`src/rtl/sequence_generator.sv`:
```
// Serial pattern transmitter: sends the low `length` bits of a captured pattern
// MSB-first, repeated back-to-back with a one-cycle idle gap between repetitions.
module sequence_generator #(
    parameter int MAX_LEN = 8
) (
    input  logic               clock,
    input  logic               reset,
    input  logic               start,
    input  logic [MAX_LEN-1:0] pattern,
    input  logic [3:0]         length,
    input  logic [3:0]         repeat_count,
    output logic               data_out,
    output logic               data_valid,
    output logic               busy,
    output logic               done,
    output logic [1:0]         state_dbg
);

    // Request semantics: start is a level request sampled only on an edge where
    // the FSM is IDLE and length is legal; from the accepting edge until the edge
    // after DONE, busy=1 and start/pattern/length/repeat_count are ignored.

    typedef enum logic [1:0] {
        IDLE  = 2'd0,
        SHIFT = 2'd1,
        GAP   = 2'd2,
        DONE  = 2'd3
    } state_t;

    localparam logic [4:0] LEN_MAX = 5'(MAX_LEN);

    state_t             r_state;
    state_t             w_next;
    logic [MAX_LEN-1:0] r_pattern;
    logic [MAX_LEN-1:0] r_shift;
    logic [3:0]         r_len;
    logic [3:0]         r_bit;
    logic [3:0]         r_rep;

    logic               w_len_ok;
    logic               w_accept;
    logic               w_last_bit;
    logic [MAX_LEN-1:0] w_aligned;

    assign w_len_ok   = (length != 4'd0) && ({1'b0, length} <= LEN_MAX);
    assign w_accept   = (r_state == IDLE) && start && w_len_ok;
    assign w_last_bit = (r_bit == 4'd0);
    // Left-align the pattern so the next bit to send is always the top bit.
    assign w_aligned  = pattern << (LEN_MAX - {1'b0, length});

    always_ff @(posedge clock or posedge reset) begin
        if (reset) begin
            r_state <= IDLE;
        end else begin
            r_state <= w_next;
        end
    end

    always_comb begin
        w_next = r_state;
        case (r_state)
            IDLE: begin
                if (w_accept) begin
                    w_next = SHIFT;
                end
            end
            SHIFT: begin
                if (w_last_bit) begin
                    w_next = (r_rep > 4'd1) ? GAP : DONE;
                end
            end
            GAP:     w_next = SHIFT;
            DONE:    w_next = IDLE;
            default: w_next = IDLE;
        endcase
    end

    always_ff @(posedge clock or posedge reset) begin
        if (reset) begin
            r_pattern <= '0;
            r_shift   <= '0;
            r_len     <= 4'd0;
            r_bit     <= 4'd0;
            r_rep     <= 4'd0;
        end else begin
            case (r_state)
                IDLE: begin
                    if (w_accept) begin
                        r_pattern <= w_aligned;
                        r_shift   <= w_aligned;
                        r_len     <= length;
                        r_bit     <= length - 4'd1;
                        r_rep     <= (repeat_count == 4'd0) ? 4'd1 : repeat_count;
                    end
                end
                SHIFT: begin
                    if (!w_last_bit) begin
                        r_shift <= r_shift << 1;
                        r_bit   <= r_bit - 4'd1;
                    end
                end
                GAP: begin
                    r_shift <= r_pattern;
                    r_bit   <= r_len - 4'd1;
                    r_rep   <= r_rep - 4'd1;
                end
                default: begin
                end
            endcase
        end
    end

    assign data_valid = (r_state == SHIFT);
    assign data_out   = data_valid & r_shift[MAX_LEN-1];
    assign busy       = (r_state != IDLE);
    assign done       = (r_state == DONE);
    assign state_dbg  = r_state;

endmodule

```
`config.mk`:
```
export PLATFORM = sky130hd
export DESIGN_NAME = sequence_generator
export DESIGN_NICKNAME = d
export VERILOG_FILES = /design/src/rtl/sequence_generator.sv
export SDC_FILE = /design/constraint.sdc
export NUM_CORES = 1
export LEC_CHECK = 0
export ABC_CLOCK_PERIOD_IN_PS = 2150
export BUFFER_PORTS_ARGS = -buffer_cell sky130_fd_sc_hd__buf_2
export CAP_MARGIN = 10
export CORE_ASPECT_RATIO = 0.7
export CORE_MARGIN = 2
export CORE_UTILIZATION = 58
export DETAILED_ROUTE_END_ITERATION = 8
export PLACE_DENSITY_LB_ADDON = 0.08
export SYNTH_ARGS = -nofsm -noshare
export SYNTH_HDL_FRONTEND = slang
export SYNTH_SLANG_ARGS = --single-unit
```
`constraint.sdc`:
```
create_clock -name clock -period 2.15 [get_ports clock]
set_input_delay 0.215 -clock clock [delete_from_list [all_inputs] [get_ports clock]]
set_output_delay 0.215 -clock clock [all_outputs]
set_load 0.02 [all_outputs]
```
## After elaboration in Yosys (flattened, before gate mapping)

Cells that the tools add are included.

- Flip-flop bits (word level): 30
- Bits in latches: 0
- Memory bits (writable): 0
- ROM bits: 0
- Input port bits: 19
- Output and inout bits: 6
- Word-level logic and storage cells: 48
- Memories: 0

- Add/sub/neg operators: 5
- Multipliers: 0
- Div/mod/pow operators: 0
- Magnitude comparators: 2
- Eq/ne operators: 6
- Shifts and indexed selects: 1
- Muxes and demuxes: 13
- Bitwise operators: 1
- Reductions and logical operators: 14

Operators by type and width:

| cell | count |
|---|---|
| case mux 8 bit (3 select lines) | 1 |
| 2-to-1 mux 4 bit | 4 |
| 2-to-1 mux 8 bit | 2 |
| subtractor 4 x 1 -> 4 bit, second input constant | 4 |
| case mux 4 bit (3 select lines) | 1 |
| logical NOT 4 bit | 2 |
| case mux 2 bit (4 select lines) | 1 |
| case mux 4 bit (2 select lines) | 1 |
| left shift 8 x 5 -> 8 bit | 1 |
| AND reduction 2 bit | 3 |
| subtractor 4 x 4 -> 5 bit, first input constant | 1 |
| equality test 2 bit, second input constant | 2 |
| > comparator 4 x 1 -> 1 bit, second input constant | 1 |
| less-or-equal comparator 4 bit, second input constant | 1 |
| 2-to-1 mux 2 bit | 2 |
| != test 2 bit, second input constant | 2 |
| nonzero test 2 bit | 2 |
| nonzero test 4 bit | 1 |
| logical AND 1 bit | 3 |
| AND reduction 3 bit | 1 |
| nonzero test 3 bit | 1 |
| equality test 2 x 1 -> 1 bit, second input constant | 1 |
| logical NOT 2 bit | 1 |
| != test 2 x 1 -> 1 bit, second input constant | 1 |
| 2 further kinds | 2 |

## Logic depth before layout (Yosys ltp)

Gate-level depths: netlist (run 1).

- Word-level depth: 5
- Gate-level depth with buffers: 11

## Least setup slack after synthesis (run 1)

OpenSTA, ideal clock, no wires.

- Path type: input to register
- Start point: in length[0]
- End point: reg r_bit[0]
- Setup time: 127 ps
- Arrival: 1916 ps
- Path slack: 107 ps
- Stages on the path: 9
- Cells stage by stage: buf_4 > inv_1 > ha_1 > buf_4 > nor2b_4 > o221a_4 > a211o_1 > buf_6 > mux2_1

- Longest elaborated chain between the ends: 5
- Elaborated cells on any way between the ends: 9
- Classes of those cells: add/sub: 1; order compare: 1; eq/ne: 1; mux: 2; reduce/logical: 4

RTL lines:

| what | line | source |
|---|---|---|
| start, declared | 10 | `input logic [3:0] length,` |
| less-or-equal comparator 4 bit / nonzero test 4 bit (equally long branches) | 45 | `assign w_len_ok = (length != 4'd0) && ({1'b0, length} <= LEN_MAX);` |
| logical AND 1 bit | 45 |  |
| logical AND 1 bit | 46 | `assign w_accept = (r_state == IDLE) && start && w_len_ok;` |
| != test 2 bit (no source line) | -- |  |
| AND reduction 3 bit (no source line) | -- |  |
| end signal, assigned | 92 | `r_bit <= length - 4'd1;` |
| end signal, assigned | 99 | `r_bit <= r_bit - 4'd1;` |
| end signal, assigned | 104 | `r_bit <= r_len - 4'd1;` |
| end, declared | 37 | `logic [3:0] r_bit;` |

Parallel ways exist; a longest one is shown, timed or not. The select of a mux whose other input is x is not followed.
A chain may end at the register's enable or synchronous reset.

## Worst setup path in the final report (run 1)

- Start point: reg r_state[0] (netlist: state_dbg[0])
- End point: reg r_shift[5]

- Longest elaborated chain between the ends: 5
- Elaborated cells on any way between the ends: 10
- Classes of those cells: eq/ne: 4; mux: 1; reduce/logical: 5

RTL lines:

| what | line | source |
|---|---|---|
| start, declared | 32 | `state_t r_state;` |
| start signal, assigned | 55 | `r_state <= w_next;` |
| logical NOT 2 bit | 46, 86 |  |
| logical AND 1 bit (2 in series) | 46 |  |
| != test 2 bit (no source line) | -- |  |
| AND reduction 3 bit (no source line) | -- |  |
| end signal, assigned | 90 | `r_shift <= w_aligned;` |
| end signal, assigned | 98 | `r_shift <= r_shift << 1;` |
| end signal, assigned | 103 | `r_shift <= r_pattern;` |
| end, declared | 35 | `logic [MAX_LEN-1:0] r_shift;` |

Parallel ways exist; a longest one is shown, timed or not.

==> results.toml, run 1 <==
[status]
outcome = "finished, final reports clean"

[grt]
grt_overflow = 0
grt_usage = 0.248
grt_max_degree = 31
antenna_found_initial = 0
grt_first_pass_wirelength_um = 7920
first_global_vias = 1548

[synth]
synth_top_area_share = 0.355
synth.distinct_cells = 58
ys_ff_latch = 30
syn_avg_cell_area_um2 = 9.15
synth_edf_count = 0
synth_top_cell_by_area = "dfrtp_1"
syn_area_mm2 = 0.00211
syn_inst = 231
synth_flop_cell = "dfrtp_1"
synth_fp_nets = 259
seq_area_frac_synth = 0.355
yosys_warnings = 0
synthTopCellsByArea = "dfrtp_1, mux2i_1, ha_1"
async_reset_ff_frac = 1.00

[placed_design]
gp_congestion = 0.894
dp.final_hpwl_um = 3560
dpl-instance-area_mm2 = 0.00233
io_buffers = 24
dp_slack_ps = 37.5

[die]
core_mm2 = 0.00351
rows = 18
fp.dieW_um = 76.2
die_h_um = 54.5
start_util = 0.602
dieArea_mm2 = 0.00415
ios = 25

[clocking]
cts_max_level = 2
cts_made_buffers = 5
clock_sinks = 30
post-cts-setup-buffer-count = 0
cts_resized = 0
cts_root_buffer = "clkbuf_8"
postCtsHoldBufs = 0
insertion_delay_ps = 270
clock_path_buffers = 2
cts_tree = "yes"
clk_pin_slew_ps = 60

[layout]
final_common_cell = "dfrtp_1"
antenna_cells = 0
nets = 291
final_cell_mix = "dfrtp_1, nand2_1, buf_2"
fin_area_mm2 = 0.00241
fillCellCount = 313
area_growth_pct = 14.0
layout-drive-gt1-share = 0.232

[timing]
finalCritPeriodShare = 0.924
min_period_ps = 1990
tns_ps = 0
report.final.slew_viol_count = 0
worst_pin_slew_ps = 578
fmax_mhz = 503
finalHoldViolCount = 0
worst_slack_ps = 163
setup-violations-final = 0
rsz0062_at_grt = "false"
slew_headroom = 0.612
finClkSkew_ps = 8.44

[run]
cap_viol_max_count = 0

[detailed_routing]
wl_um = 4730
avgRoutedWirePerCell_um = 15.1
vias = 1808
route.detailed.drc = 0
ant_nets = 0
firstDrtPassIters = 4
via_per_inst = 5.78
first_iter_violations = 114

[power]
peakVddDrop_uv = 708
p_leak_nw = 1.13
p_per_area_mw_per_mm2 = 1330

[critical_path]
reg2reg_depth = 6
reg2reg_from = "state_dbg[0]"
path_class = "reg -> reg"
ff2ff_setup_slack_ps = 160
startpoint_type = "register"
endpoint_kind = "register"
timing.rr.end = "r_shift[5]"
required_ps = 2290
critPathMaxFanout = 15
cp.arrival_ps = 2130

[hold_path]
hp-class = "in -> async"
[registers in the layout, summed over array words and instances (netlist names)]
register	cells
state_dbg	2
r_len	4
r_rep	4
r_bit	4
r_pattern	8
r_shift	8
[cell usage after synthesis, types with 2 or more instances]
master    number
dfrtp_1       30
a22o_1         6
o21ai_0       18
clkbuf_1       7
inv_1         14
buf_2          3
buf_4          3
nand2_1       28
o22a_1         2
nand3_1        4
a22oi_1        8
nor4_1         2
nor2_1         6
buf_6          2
o22ai_1        2
nor3_1         5
or2_2          3
xor2_1         2
nand2b_1       5
a21oi_1       13
mux2_1         2
ha_1           9
mux2i_1       13
nor2b_1        4
mux2_2         6
or4_1          2
[routing by layer]
| layer | track usage | share of wire | vias up |
|---|---|---|---|
| met1 | 0.360 | 0.52 | 874 |
| met3 | 0.0693 | 0.042 | 2 |
| met5 | 0 | 0 | - |
| met4 | 0.0424 | 0.0049 | 0 |
| met2 | 0.381 | 0.43 | 39 |
| li1 | - | - | 893 |
[critical path: stages, from the launching register on]
cell     delay (ps)
dfrtp_1         450
inv_1           110
ha_1            270
o221a_4         140
a211o_1         470
nor2_1          290
a21oi_1         110
[logic make-up (layout without fill, tap and decap cells)]
family                     Yosys count  after routing  synth area share
AOI/OAI and AO/OA                   69             69             0.224
and+or+nand+nor                     67             67             0.166
DFF                                 30             30             0.355
buffers and inverters               30             62            0.0675
muxes                               22             22             0.115
adders and majority gates            9              9            0.0533
xor gates and xnor gates             4              4            0.0201
[worst max path at each step]
stage,start,end,cells past startpoint
2_1_floorplan,length[0],r_bit[0],9
3_3_place_gp,length[0],r_shift[0],7
3_5_place_dp,length[0],r_shift[0],9
4_1_cts,state_dbg[1],r_shift[0],4
5_1_grt,state_dbg[1],r_shift[0],4
6_report,state_dbg[0],r_shift[5],6
[cell type report]
type / instances / area (um^2) / share of cell area
well taps: 50 / 62.6 / 0.0259
clock buffers: 7 / 76.3 / 0.0317
inverters: 14 / 52.6 / 0.0218
repair buffers: 41 / 248 / 0.103
multi-input cells: 171 / 1220 / 0.506
flip-flops and latches: 30 / 751 / 0.311
[power breakdown]
part           leakage, nW  internal [mW]  switching, mW  total (mW)
combinational        0.717          0.791          0.989        1.78
clock               0.0383          0.222          0.195       0.417
sequential           0.375          0.828          0.184        1.01
total                 1.13           1.84           1.37        3.21
[per-stage QoR]
| step | hold slack, ps | std cells | power (mW) | utilization |
|---|---|---|---|---|
| after CTS | 14.8 | 313 | 3.22 | 0.686 |
| after global routing | 61.6 | 313 | 3.48 | 0.686 |
| after detailed placement | 309 | 306 | 2.79 | 0.665 |
| final | 8.06 | 313 | 3.21 | 0.686 |
| after floorplan | 306 | 231 | 2.36 | - |
| after global placement | 305 | 306 | 2.76 | 0.665 |
Note: power is estimated with default switching activity, not from simulation.
==> run 2, diff against run 1 <==
--- a/config.mk
+++ b/config.mk
@@ -5,12 +5,12 @@
 export SDC_FILE = /design/constraint.sdc
 export NUM_CORES = 1
 export LEC_CHECK = 0
-export ABC_CLOCK_PERIOD_IN_PS = 2150
+export ABC_CLOCK_PERIOD_IN_PS = 1700
 export BUFFER_PORTS_ARGS = -buffer_cell sky130_fd_sc_hd__buf_2
 export CAP_MARGIN = 10
 export CORE_ASPECT_RATIO = 0.7
 export CORE_MARGIN = 2
-export CORE_UTILIZATION = 58
+export CORE_UTILIZATION = 53
 export DETAILED_ROUTE_END_ITERATION = 8
 export PLACE_DENSITY_LB_ADDON = 0.08
 export SYNTH_ARGS = -nofsm -noshare
==> constraint.sdc (replaced) <==
create_clock -name clock -period 1.7 [get_ports clock]
set_input_delay 0.17 -clock clock [delete_from_list [all_inputs] [get_ports clock]]
set_output_delay 0.17 -clock clock [all_outputs]
set_load 0.02 [all_outputs]
==> run 2 against run 1 <==
  * The flow now finishes with violations (negative setup slack)
  * Clock-buffer cell count is 1 lower
  * Via count is 9.3% higher
  * Cell count is 12% higher
  * Non-clock buffer count is 36 higher
  * Setup slack worse by 240 ps
  * Core utilization is 6.0 points higher
  * Register-to-register slack worse by 240 ps
  * Critical path type unchanged
  * Largest cell class unchanged
==> results.toml, run 2 (synthesis results as in run 1) <==
[status]
outcome = "finished with violations"
violations = "negative setup slack"

[layout]
final_common_cell = "buf_4"
finalNonFillerCells = 352
final_util = 0.746
antenna_cells = 0
area_growth_pct = 36.7
nets = 327
fillCellCount = 290
top_regs = "r_pattern: 8 flops, r_shift: 8 flops"
final_cell_mix = "buf_4, nand2_1, dfrtp_1"
fin_area_mm2 = 0.00289
layout-drive-gt1-share = 0.397

[detailed_routing]
via_per_inst = 5.62
first_iter_violations = 148
route.detailed.drc = 0
wl_um = 5590
firstDrtPassIters = 4
ant_nets = 0
avgRoutedWirePerCell_um = 15.9
vias = 1977

[power]
clock_power_share = 0.122
seqPwrFrac = 0.251
switchingPower_mw = 2.13
combinationalPowerShare = 0.627
p_leak_nw = 1.35
peakVddDrop_uv = 1440
p_int_mw = 2.96
total_power_mw = 5.10
p_per_area_mw_per_mm2 = 1760
swShare = 0.419

[timing]
tns_ps = -111
setup-violations-final = 3
finalHoldViolCount = 0
finClkSkew_ps = 8.33
min_period_ps = 1770
rsz0062_at_grt = "true"
worst_pin_slew_ps = 370
worst_slack_ps = -72.6
hold_slack_ps = 168
slew_headroom = 0.752
finalCritPeriodShare = 1.04
fmax_mhz = 564
report.final.slew_viol_count = 0

[clocking]
cts_max_level = 2
clock_path_buffers = 2
insertion_delay_ps = 290
clock_sinks = 30
cts_root_buffer = "clkbuf_8"
cts_made_buffers = 5
clk_pin_slew_ps = 70
cts_tree = "yes"

[critical_path]
path_class = "reg -> reg"
required_ps = 1880
critPathMaxFanout = 6
cp.arrival_ps = 1950
endpoint_kind = "register"
startpoint_type = "register"

[placed_design]
dp_slack_ps = -139
io_buffers = 24
dpl.cell_count = 333
gp_congestion = 0.865
dp.final_hpwl_um = 3930
dpl-instance-area_mm2 = 0.00265

[grt]
gr-usage-met3 = 0.0531
grt.busiest_layer = "met1"
grt_overflow = 0
antenna_found_initial = 0
use_met2 = 0.360
grt_use_met1 = 0.399
grt_usage = 0.256
first_global_vias = 1834
grt_first_pass_wirelength_um = 8880
grt_max_degree = 23

[hold_path]
hp-class = "in -> reg"

[die]
rows = 19
die_h_um = 56.8
dieArea_mm2 = 0.00452
start_util = 0.546
ios = 25
fp.dieW_um = 79.5
core_mm2 = 0.00387

[run]
cap_viol_max_count = 0
-- run 2: changes by cell type in the layout (fill, tap and decap cells not counted), sizes merged --
cell,delta
buf,+35
clkbuf,-1
clkinv,+1
clkinvlp,+1
dlygate4sd3,+1
-- run 2: power groups by stage --
stage,clock (mW),sequential (mW),combinational (mW)
final,0.622,1.28,3.19
after global placement,0,1.29,2.74
after global routing,0.651,1.32,3.45
after floorplan,0,1.27,1.97
after detailed placement,0,1.29,2.79
after CTS,0.628,1.27,2.92
-- run 2: path summary, 6_finish.rpt --
path	startpoint	slack (ps)	depth (start not counted)	end
max in group asynchronous	reset	840	4	state_dbg[1]
setup reg to reg	state_dbg[0]	-70	7	r_bit[3]
setup / recovery	state_dbg[0]	-70	7	r_bit[3]
hold reg to reg	r_pattern[3]	490	2	r_pattern[3]
min in group asynchronous	reset	400	3	r_pattern[2]
hold / removal	repeat_count[2]	170	3	r_rep[2]
-- run 2: worst max-delay path, stage by stage (launching register included) --
cell,delay [ps]
dfrtp_2,440
buf_6,140
ha_4,180
a22o_1,210
mux2i_2,190
nand3_1,170
xnor2_1,240
o21ai_1,90
-- run 2: cell type report --
cell class / count / area [um^2] / area share
timing repair buffer: 77 / 569 / 0.197
multi-input combinational: 171 / 1350 / 0.465
sequential: 30 / 753 / 0.261
tap: 52 / 65.1 / 0.0225
inverter: 14 / 62.6 / 0.0216
clock inverter: 2 / 12.5 / 0.00433
clock buffer: 6 / 82.6 / 0.0286
-- run 2: layer usage --
metal  wire (um)  share of wire  vias to the layer above
met5           0              0                        -
met4          51         0.0091                        0
met3         280          0.050                        6
met2        2460           0.44                       52
met1        2800           0.50                      947
li1            -              -                      972
-- run 2: what timing repair did --
item | 4_1_cts | 5_1_grt
pin swaps | 3 | 9
hold buffers | 1 | 0
setup buffers | 3 | 7
setup endpoints to repair | 11 | 14
endpoints found under the hold margin | 8 | 0
cloned | 0 | 0
resized for setup | 7 | 7
